===== config.mk =====
export PLATFORM = sky130hd
export DESIGN_NAME = imm_seq_ctrl
export DESIGN_NICKNAME = d
export VERILOG_FILES = /design/src/rtl/imm_seq_ctrl_pkg.sv /design/src/rtl/imm_seq_decode.sv /design/src/rtl/imm_seq_ctrl.sv
export SDC_FILE = /design/constraint.sdc
export NUM_CORES = 1
export LEC_CHECK = 0
export ABC_AREA = 1
export CAP_MARGIN = 20
export CORE_MARGIN = 2
export CORE_UTILIZATION = 42
export CTS_CLUSTER_SIZE = 20
export DETAILED_ROUTE_END_ITERATION = 12
export HOLD_SLACK_MARGIN = 0.12
export PLACE_DENSITY_LB_ADDON = 0.15
export SLEW_MARGIN = 20
export SYNTH_ARGS = -nofsm -noshare
export SYNTH_HDL_FRONTEND = slang
export SYNTH_SLANG_ARGS = --single-unit

===== constraint.sdc =====
create_clock -name clk -period 3.1 [get_ports clk]
set_input_delay 0.465 -clock clk [delete_from_list [all_inputs] [get_ports clk]]
set_output_delay 0.465 -clock clk [all_outputs]
set_load 0.005 [all_outputs]

===== src/rtl/imm_seq_ctrl_pkg.sv =====
// Shared definitions for the imm_seq_ctrl sequencer: opcodes, ImmSel codes,
// pc_sel codes, FSM state encodings and the instruction class enumeration.
package imm_seq_ctrl_pkg;

  localparam int unsigned INST_W    = 32;
  localparam int unsigned IMM_SEL_W = 3;
  localparam int unsigned PC_SEL_W  = 2;
  localparam int unsigned WDOG_W    = 16;
  localparam int unsigned CLS_W     = 4;

  // Base opcodes, inst[6:0]
  localparam logic [6:0] OPC_LUI    = 7'b0110111;
  localparam logic [6:0] OPC_AUIPC  = 7'b0010111;
  localparam logic [6:0] OPC_OP_IMM = 7'b0010011;
  localparam logic [6:0] OPC_LOAD   = 7'b0000011;
  localparam logic [6:0] OPC_JALR   = 7'b1100111;
  localparam logic [6:0] OPC_STORE  = 7'b0100011;
  localparam logic [6:0] OPC_BRANCH = 7'b1100011;
  localparam logic [6:0] OPC_JAL    = 7'b1101111;
  localparam logic [6:0] OPC_OP     = 7'b0110011;
  localparam logic [6:0] OPC_SYSTEM = 7'b1110011;

  localparam logic [INST_W-1:0] INST_EBREAK = 32'h0010_0073;

  // Immediate generator select codes
  localparam logic [IMM_SEL_W-1:0] IMM_U    = 3'b000;
  localparam logic [IMM_SEL_W-1:0] IMM_I    = 3'b001;
  localparam logic [IMM_SEL_W-1:0] IMM_S    = 3'b010;
  localparam logic [IMM_SEL_W-1:0] IMM_B    = 3'b011;
  localparam logic [IMM_SEL_W-1:0] IMM_J    = 3'b100;
  localparam logic [IMM_SEL_W-1:0] IMM_ZIMM = 3'b101;

  // Next-PC source select
  localparam logic [PC_SEL_W-1:0] PC_SEL_SEQ  = 2'd0;
  localparam logic [PC_SEL_W-1:0] PC_SEL_REL  = 2'd1;
  localparam logic [PC_SEL_W-1:0] PC_SEL_JALR = 2'd2;

  typedef enum logic [2:0] {
    ST_IDLE   = 3'd0,
    ST_FETCH  = 3'd1,
    ST_DECODE = 3'd2,
    ST_EXEC   = 3'd3,
    ST_MEM    = 3'd4,
    ST_WB     = 3'd5,
    ST_STOP   = 3'd6
  } state_e;

  typedef enum logic [CLS_W-1:0] {
    CLS_ALU     = 4'd0,
    CLS_LOAD    = 4'd1,
    CLS_STORE   = 4'd2,
    CLS_BRANCH  = 4'd3,
    CLS_JAL     = 4'd4,
    CLS_JALR    = 4'd5,
    CLS_CSR     = 4'd6,
    CLS_EBREAK  = 4'd7,
    CLS_ILLEGAL = 4'd8
  } inst_cls_e;

endpackage


===== src/rtl/imm_seq_decode.sv =====
// Combinational instruction decoder for imm_seq_ctrl.
// Ports: inst (instruction word) -> imm_sel_c (ImmSel code), cls_c
// (instruction class), wb_en_c (instruction writes the register file).
// Optional feature macro: IMM_SEQ_CTRL_ZICSR_EN enables CSR decode.
module imm_seq_decode
  import imm_seq_ctrl_pkg::*;
(
  input  logic [INST_W-1:0]    inst,
  output logic [IMM_SEL_W-1:0] imm_sel_c,
  output logic [CLS_W-1:0]     cls_c,
  output logic                 wb_en_c
);

  inst_cls_e cls;

  assign cls_c = cls;

  // Opcode -> ImmSel / class / writeback enable
  always_comb begin
    imm_sel_c = IMM_U;
    cls       = CLS_ILLEGAL;
    wb_en_c   = 1'b0;
    case (inst[6:0])
      OPC_LUI, OPC_AUIPC: begin
        imm_sel_c = IMM_U;
        cls       = CLS_ALU;
        wb_en_c   = 1'b1;
      end
      OPC_OP_IMM, OPC_OP: begin
        imm_sel_c = IMM_I;
        cls       = CLS_ALU;
        wb_en_c   = 1'b1;
      end
      OPC_LOAD: begin
        imm_sel_c = IMM_I;
        cls       = CLS_LOAD;
        wb_en_c   = 1'b1;
      end
      OPC_JALR: begin
        imm_sel_c = IMM_I;
        cls       = CLS_JALR;
        wb_en_c   = 1'b1;
      end
      OPC_STORE: begin
        imm_sel_c = IMM_S;
        cls       = CLS_STORE;
      end
      OPC_BRANCH: begin
        imm_sel_c = IMM_B;
        cls       = CLS_BRANCH;
      end
      OPC_JAL: begin
        imm_sel_c = IMM_J;
        cls       = CLS_JAL;
        wb_en_c   = 1'b1;
      end
      OPC_SYSTEM: begin
        if (inst == INST_EBREAK) begin
          cls = CLS_EBREAK;
        end
`ifdef IMM_SEQ_CTRL_ZICSR_EN
        // funct3 x01/x10/x11 are CSR ops; bit 14 selects the zimm form
        else if (inst[13:12] != 2'b00) begin
          imm_sel_c = inst[14] ? IMM_ZIMM : IMM_I;
          cls       = CLS_CSR;
          wb_en_c   = 1'b1;
        end
`endif
      end
      default: ;
    endcase
  end

endmodule


===== src/rtl/imm_seq_ctrl.sv =====
// Multi-cycle control sequencer: IFU fetch handshake, decode to ImmSel,
// execute / memory / writeback sequencing with rf_we, pc_we and pc_sel.
// Ports: clk, rst (async active-high); run; IFU ifu_req/ifu_valid/ifu_inst;
// inst_out, ImmSel to the immediate generator; br_taken from the comparator;
// LSU mem_req/mem_we/mem_ack; rf_we, pc_we, pc_sel strobes; sticky halt,
// illegal, bus_err; state_dbg.
// Optional feature macro: IMM_SEQ_CTRL_ZICSR_EN (CSR decode, in imm_seq_decode).
module imm_seq_ctrl
  import imm_seq_ctrl_pkg::*;
#(
  parameter int unsigned TIMEOUT = 255
) (
  input  logic                 clk,
  input  logic                 rst,
  input  logic                 run,
  output logic                 ifu_req,
  input  logic                 ifu_valid,
  input  logic [INST_W-1:0]    ifu_inst,
  output logic [INST_W-1:0]    inst_out,
  output logic [IMM_SEL_W-1:0] ImmSel,
  input  logic                 br_taken,
  output logic                 mem_req,
  output logic                 mem_we,
  input  logic                 mem_ack,
  output logic                 rf_we,
  output logic                 pc_we,
  output logic [PC_SEL_W-1:0]  pc_sel,
  output logic                 halt,
  output logic                 illegal,
  output logic                 bus_err,
  output logic [2:0]           state_dbg
);

  localparam logic [WDOG_W-1:0] WDOG_LIMIT = WDOG_W'(TIMEOUT);
  localparam bit                WDOG_EN    = (TIMEOUT != 0);

  state_e              state, state_d;
  inst_cls_e           cls_q, cls_d;
  logic                wb_en_q, wb_en_d;
  logic [WDOG_W-1:0]   wdog_cnt, wdog_d;
  logic [INST_W-1:0]   inst_d;
  logic [IMM_SEL_W-1:0] imm_sel_d;
  logic [PC_SEL_W-1:0] pc_sel_d;
  logic                ifu_req_d, mem_req_d, mem_we_d, rf_we_d, pc_we_d;
  logic                halt_d, illegal_d, bus_err_d;
  logic                wdog_exp_c;

  logic [IMM_SEL_W-1:0] dec_imm_sel_c;
  logic [CLS_W-1:0]     dec_cls_c;
  logic                 dec_wb_en_c;

  imm_seq_decode u_decode (
    .inst      (inst_out),
    .imm_sel_c (dec_imm_sel_c),
    .cls_c     (dec_cls_c),
    .wb_en_c   (dec_wb_en_c)
  );

  assign state_dbg  = state;
  // Counter holds completed wait cycles; expiry is the cycle it reaches TIMEOUT
  assign wdog_exp_c = WDOG_EN && (wdog_cnt == WDOG_LIMIT);

  // State and registered outputs
  always_ff @(posedge clk or posedge rst) begin
    if (rst) begin
      state    <= ST_IDLE;
      cls_q    <= CLS_ALU;
      wb_en_q  <= 1'b0;
      wdog_cnt <= '0;
      inst_out <= '0;
      ImmSel   <= IMM_U;
      pc_sel   <= PC_SEL_SEQ;
      ifu_req  <= 1'b0;
      mem_req  <= 1'b0;
      mem_we   <= 1'b0;
      rf_we    <= 1'b0;
      pc_we    <= 1'b0;
      halt     <= 1'b0;
      illegal  <= 1'b0;
      bus_err  <= 1'b0;
    end else begin
      state    <= state_d;
      cls_q    <= cls_d;
      wb_en_q  <= wb_en_d;
      wdog_cnt <= wdog_d;
      inst_out <= inst_d;
      ImmSel   <= imm_sel_d;
      pc_sel   <= pc_sel_d;
      ifu_req  <= ifu_req_d;
      mem_req  <= mem_req_d;
      mem_we   <= mem_we_d;
      rf_we    <= rf_we_d;
      pc_we    <= pc_we_d;
      halt     <= halt_d;
      illegal  <= illegal_d;
      bus_err  <= bus_err_d;
    end
  end

  // Next state and next output values; strobes default low, the rest hold
  always_comb begin
    state_d   = state;
    cls_d     = cls_q;
    wb_en_d   = wb_en_q;
    wdog_d    = wdog_cnt;
    inst_d    = inst_out;
    imm_sel_d = ImmSel;
    pc_sel_d  = pc_sel;
    halt_d    = halt;
    illegal_d = illegal;
    bus_err_d = bus_err;
    ifu_req_d = 1'b0;
    mem_req_d = 1'b0;
    mem_we_d  = 1'b0;
    rf_we_d   = 1'b0;
    pc_we_d   = 1'b0;

    case (state)
      ST_IDLE: begin
        if (run) begin
          state_d   = ST_FETCH;
          ifu_req_d = 1'b1;
          wdog_d    = '0;
        end
      end
      ST_FETCH: begin
        if (ifu_valid) begin
          inst_d  = ifu_inst;
          state_d = ST_DECODE;
        end else if (wdog_exp_c) begin
          bus_err_d = 1'b1;
          state_d   = ST_STOP;
        end else begin
          ifu_req_d = 1'b1;
          wdog_d    = wdog_cnt + WDOG_W'(1);
        end
      end
      ST_DECODE: begin
        imm_sel_d = dec_imm_sel_c;
        cls_d     = inst_cls_e'(dec_cls_c);
        wb_en_d   = dec_wb_en_c;
        if (inst_cls_e'(dec_cls_c) == CLS_EBREAK) begin
          halt_d  = 1'b1;
          state_d = ST_STOP;
        end else if (inst_cls_e'(dec_cls_c) == CLS_ILLEGAL) begin
          illegal_d = 1'b1;
          state_d   = ST_STOP;
        end else begin
          state_d = ST_EXEC;
        end
      end
      ST_EXEC: begin
        if (cls_q == CLS_JAL) begin
          pc_sel_d = PC_SEL_REL;
        end else if (cls_q == CLS_JALR) begin
          pc_sel_d = PC_SEL_JALR;
        end else if (cls_q == CLS_BRANCH) begin
          pc_sel_d = br_taken ? PC_SEL_REL : PC_SEL_SEQ;
        end else begin
          pc_sel_d = PC_SEL_SEQ;
        end
        if (cls_q == CLS_LOAD || cls_q == CLS_STORE) begin
          state_d   = ST_MEM;
          mem_req_d = 1'b1;
          mem_we_d  = (cls_q == CLS_STORE);
          wdog_d    = '0;
        end else begin
          state_d = ST_WB;
          pc_we_d = 1'b1;
          rf_we_d = wb_en_q;
        end
      end
      ST_MEM: begin
        if (mem_ack) begin
          state_d = ST_WB;
          pc_we_d = 1'b1;
          rf_we_d = wb_en_q;
        end else if (wdog_exp_c) begin
          bus_err_d = 1'b1;
          state_d   = ST_STOP;
        end else begin
          mem_req_d = 1'b1;
          mem_we_d  = (cls_q == CLS_STORE);
          wdog_d    = wdog_cnt + WDOG_W'(1);
        end
      end
      ST_WB: begin
        if (run) begin
          state_d   = ST_FETCH;
          ifu_req_d = 1'b1;
          wdog_d    = '0;
        end else begin
          state_d = ST_IDLE;
        end
      end
      ST_STOP: ;
      default: state_d = ST_STOP;
    endcase
  end

endmodule


# Word level (Yosys, flattened, before mapping)
# Cells that the tools add are included.
# totals
word_cells	106
output_inout_bits	48
inputBits	38
regBits	69
# op_classes
bitwise	2
add_sub_neg	1
n_eq_ne	30
reduce_logical	14
mux	44
# ops
op	count
16-bit 2-to-1 mux	5
16-bit case mux with 4 select lines	1
32-bit by 21-bit == test with 1-bit output (second input constant)	1
7-bit == test (second input constant)	4
4-bit case mux with 7 select lines	1
7-bit by 6-bit == test with 1-bit output (second input constant)	3
3-bit case mux with 7 select lines	1
1-bit 2-to-1 mux	20
3-bit 2-to-1 mux	6
16-bit by 1-bit adder with 16-bit output (second input constant)	1
16-bit by 8-bit == test with 1-bit output (second input constant)	1
7-bit by 5-bit == test with 1-bit output (second input constant)	2
4-bit by 3-bit == test with 1-bit output (second input constant)	3
1-bit case mux with 2 select lines	6
3-bit case mux with 4 select lines	1
3-bit == test (second input constant)	3
4-bit by 2-bit == test with 1-bit output (second input constant)	2
2-bit != test (second input constant)	4
4-bit OR reduction	2
7-bit by 2-bit == test with 1-bit output (second input constant)	1
7-bit OR reduction	1
3-bit by 2-bit == test with 1-bit output (second input constant)	2
2-bit AND reduction	3
3-bit AND reduction	2
13 further kinds	15

# Depth between registers and ports, before layout
# depth
depth_word	7
mapped_depth	13
ltp_nobuf	12

# Hierarchy
# A second synthesis with hierarchy kept.
# unflattened
hier_cells	519
area_unflattened_um2	3811.2
# by_module_without_submodules
mod	area_each_um2	instances	cells_each	seq_area_each_um2
imm_seq_ctrl	3413.3	1	430	1726.7
imm_seq_decode	397.9	1	89	0.0

# Least setup slack after synthesis
# Ideal clock, no wire load.
# synth_timing
path_type	reg2reg
from	register wdog_cnt[0]
to	register wdog_cnt[10]
setup_time_ns	0.117
path_buffers	1
t_required_ns	2.983
path_stages_with_launch	12
path_slack_ns	1.460
synth_period_minus_slack_ns	1.640
t_arrival_ns	1.523
path_cell_list	dfrtp_1 -> ha_1 -> nand3_2 -> inv_2 -> nand2_1 -> clkinv_1 -> nand2_2 -> o21ai_4 -> inv_4 -> buf_6 -> nand2_1 -> nand2_1
# synth_between
elab_chain_len	4
word_cells_on_any_way	6
classes_between	1 x add/sub; 1 x eq/ne; 4 x mux
# synth_lines
element	line_no	rtl
start, declared	imm_seq_ctrl.sv:40	logic [WDOG_W-1:0] wdog_cnt, wdog_d;
start signal, assigned	imm_seq_ctrl.sv:85	wdog_cnt <= wdog_d;
16-bit by 1-bit adder with 16-bit output or 16-bit by 8-bit == test with 1-bit output (tied branches)	imm_seq_ctrl.sv:135, imm_seq_ctrl.sv:184, imm_seq_ctrl.sv:61	
16-bit 2-to-1 mux (*)	imm_seq_ctrl.sv:130, imm_seq_ctrl.sv:178	
16-bit 2-to-1 mux (on tied branches)	imm_seq_ctrl.sv:174, imm_seq_ctrl.sv:127	
16-bit case mux with 4 select lines (*)	imm_seq_ctrl.sv:118	case (state)
# Mark *: on every way between the ends. The rest lies on a longest branch, timed or not. The select of a mux whose other input is x is not followed.
# A chain may end at the register's enable or synchronous reset.

# Final worst setup path
# layout_timing
from	register wdog_cnt[0]
to	register wdog_cnt[9]
# The elaborated chain is that of the path after synthesis.

==> impl_metrics.py <==
metrics = {
    "outcome": {
        "status": "finished clean",
    },
    "min_path": {
        "min_path_type": "flip-flop to flip-flop",
        "hp-start": "halt",
    },
    "global_routing": {
        "antenna_found_initial": 0,
        "grt_use_total": 0.1937,
        "grt_max_degree": 70,
        "grt_pass1_wl_microns": 13560,
        "grt_pass1_vias": 2948,
        "gr-total-overflow": 0,
    },
    "clocking": {
        "htreeDepth": 3,
        "clkTransAtPathRegs_ns": 0.07,
        "clockRootBuffer": "clkbuf_8",
        "cts_tree": "yes",
        "post_cts_buffers": 0,
        "cts_num_sinks": 69,
        "hold_buffers": 0,
        "clock_path_buffers": 2,
        "numCtsBuffers": 9,
        "cts-resized-gates": 0,
        "clk_latency_ns": 0.34,
    },
    "timing": {
        "fin_crit_ns": 1.977,
        "drv_slew": 0,
        "hold_viol": 0,
        "tns_ns": 0,
        "max_slew_margin": 0.4230,
        "rsz0062_at_grt": "no",
        "fmax_mhz": 505.8,
        "fin_crit_sh": 0.6378,
        "fin_skew_ns": 0.007179,
        "worst_pin_slew_ns": 0.8655,
        "setup_viol": 0,
    },
    "critical_path": {
        "startpoint": "wdog_cnt[0]",
        "end_kind": "flip-flop",
        "worstPathArrival_ns": 2.21,
        "critical_path.cell_chain": "ha_1 > nand3_2 > inv_2 > nand2_1 > clkinv_1 > nand2_2 > o21ai_4 > inv_4 > nand2_1 > nand2_1",
        "crit_required_ns": 3.33,
        "rr_startpoint": "wdog_cnt[0]",
        "critPathLaunchType": "flip-flop",
        "crit_path_frequent_cell": "nand2_1",
        "criticalPathCategory": "flip-flop to flip-flop",
        "critical-path-max-stage-delay_ns": 0.43,
        "crit_slowest_cell": "o21ai_4",
        "path_max_fanout": 18,
    },
    "die": {
        "core_sq_um": 8093,
        "die_x_microns": 94.65,
        "rows": 33,
        "die-height_microns": 94.65,
        "io_pins": 86,
        "die_area_sq_um": 8958,
        "start_util": 0.4264,
    },
    "drt": {
        "dr.pass1.iters": 4,
        "drc": 0,
        "num_vias": 3048,
        "routed_wl_microns": 7962,
        "ant_nets": 0,
        "drt_iter0_drc": 137,
        "viasPerCell": 4.740,
        "routedWlPerCell_microns": 12.38,
    },
    "yosys": {
        "synthTopCellsByArea": "dfrtp_1, nand2_1, nor2_1",
        "synth-seq-cells": 69,
        "yosysWarnings": 0,
        "syn_nets": 487,
        "synthTopCellsByCount": "nand2_1, nor2_1, dfrtp_1",
        "synth_edf_count": 0,
        "synthFlopType": "dfrtp_1",
        "synth_largest_area_cell": "dfrtp_1",
        "synth.avg_cell_area_sq_um": 7.703,
        "synthesis.area_sq_um": 3451,
        "synth-seq-area-share": 0.5004,
        "synthArstFlopShare": 1.000,
        "synth_top_area_frac": 0.5004,
        "synth_cells": 448,
        "synth_most_common_cell": "nand2_1",
        "yosys.cell_types.count": 31,
    },
    "layout": {
        "nFillCells": 775,
        "num-nets-final": 575,
        "n_antenna_cell": 0,
        "syn2layout_area_growth_pct": 32.74,
        "design_area_sq_um": 4581,
        "fin_cells": 643,
        "drive_gt1_frac": 0.06877,
    },
    "power_and_ir_drop": {
        "p_per_area_nw_per_um2": 367.5,
        "power_w": 0.001684,
        "leakagePower_nw": 2.233,
        "irDropWorstVdd_v": 0.0001875,
    },
    "placement": {
        "placed_area_sq_um": 4394,
        "port_buffers": 85,
        "dp_cells": 630,
        "place_congestion": 0.8978,
        "dp.final_hpwl_microns": 5756,
    },
    "job": {
        "cap_violations": 0,
    },
}
## per-stage QoR
stage          worst slack, ns  utilization  hold WS, ns
4_1_cts                  1.113       0.5660       0.4739
2_1_floorplan           0.8951            -       0.4571
3_5_place_dp             1.073       0.5430       0.4541
3_3_place_gp             1.097       0.5430       0.4493
5_1_grt                 0.9376       0.5660       0.4958
6_report                 1.123       0.5660       0.4678
## cell usage in the layout (no fill, tap or decap), types with 4 or more instances in the layout
master | Yosys | final
a21oi_1 | 30 | 30
a31oi_1 | 4 | 4
clkbuf_8 | 0 | 11
clkdlybuf4s50_1 | 0 | 85
dfrtp_1 | 69 | 69
inv_1 | 48 | 47
inv_2 | 4 | 5
mux2_2 | 7 | 7
nand2_1 | 121 | 121
nand3_1 | 15 | 15
nand4_1 | 7 | 7
nor2_1 | 90 | 90
o21ai_0 | 10 | 10
xor2_1 | 10 | 10
## cells by family (layout without fill, tap and decap cells)
| family | after synthesis | after routing | synth area share |
|---|---|---|---|
| xor gates and xnor gates | 13 | 13 | 0.03300 |
| AOI/OAI and AO/OA | 48 | 48 | 0.07614 |
| DFF | 69 | 69 | 0.5004 |
| and+or+nand+nor | 245 | 245 | 0.2875 |
| muxes | 7 | 7 | 0.02284 |
| buffers and inverters | 65 | 155 | 0.07650 |
| adders and majority gates | 1 | 1 | 0.003625 |
## area by class of cell
type	count	area [sq um]	area share
clock buffer	11	151.4	0.03305
clock inverter	2	35.03	0.007648
inverter	55	210.2	0.04589
multi-input combinational	314	1460	0.3188
sequential	69	1727	0.3769
tap	105	131.4	0.02868
timing repair buffer	87	865.8	0.1890
## sequential cells by signal (all words and copies together), names as in the netlist
| register | cells |
|---|---|
| cls_q | 4 |
| pc_sel | 2 |
| mem_req | 1 |
| state_dbg | 3 |
| mem_we | 1 |
| bus_err | 1 |
| rf_we | 1 |
| wb_en_q | 1 |
| ifu_req | 1 |
| ImmSel | 3 |
| pc_we | 1 |
| inst_out | 32 |
| illegal | 1 |
| halt | 1 |
| wdog_cnt | 16 |
## per-layer routing
layer	wire length [microns]	part of all wire	track usage	vias up
li1	-	-	-	1566
met1	3735	0.47	0.2587	1374
met2	3447	0.43	0.2878	94
met3	629	0.079	0.06544	14
met4	149	0.019	0.08213	0
met5	0	0	0	-
## where the power goes
part / switching [W] / total [W] / internal (W) / leakage (nW)
Sequential: 0 / 0.000900 / 0.000900 / 0.813
Combinational: 0.0000245 / 0.0000660 / 0.0000415 / 1.32
Clock: 0.000317 / 0.000717 / 0.000401 / 0.0971
Total: 0.000341 / 0.00168 / 0.00134 / 2.23
## final timing paths
kind,to,slack (ns),cells past startpoint
worst max-delay path,wdog_cnt[9],1.12,10
worst min-delay path,halt,0.47,2
worst max register to register,wdog_cnt[9],1.12,10
worst min register to register,halt,0.47,2
max in group asynchronous,pc_sel[0],1.84,3
min in group asynchronous,inst_out[18],0.70,3
## worst max-delay path: cells and delay by family, from the launching register on
| kind | cells | cell delay, ns |
|---|---|---|
| AND/OR/NAND/NOR | 5 | 0.41 |
| flip-flops | 1 | 0.42 |
| adder cells (fa/ha/maj) | 1 | 0.27 |
| buffers and inverters | 3 | 0.33 |
| AO/OA/AOI/OAI | 1 | 0.43 |
(Power assumes the default switching activity.)
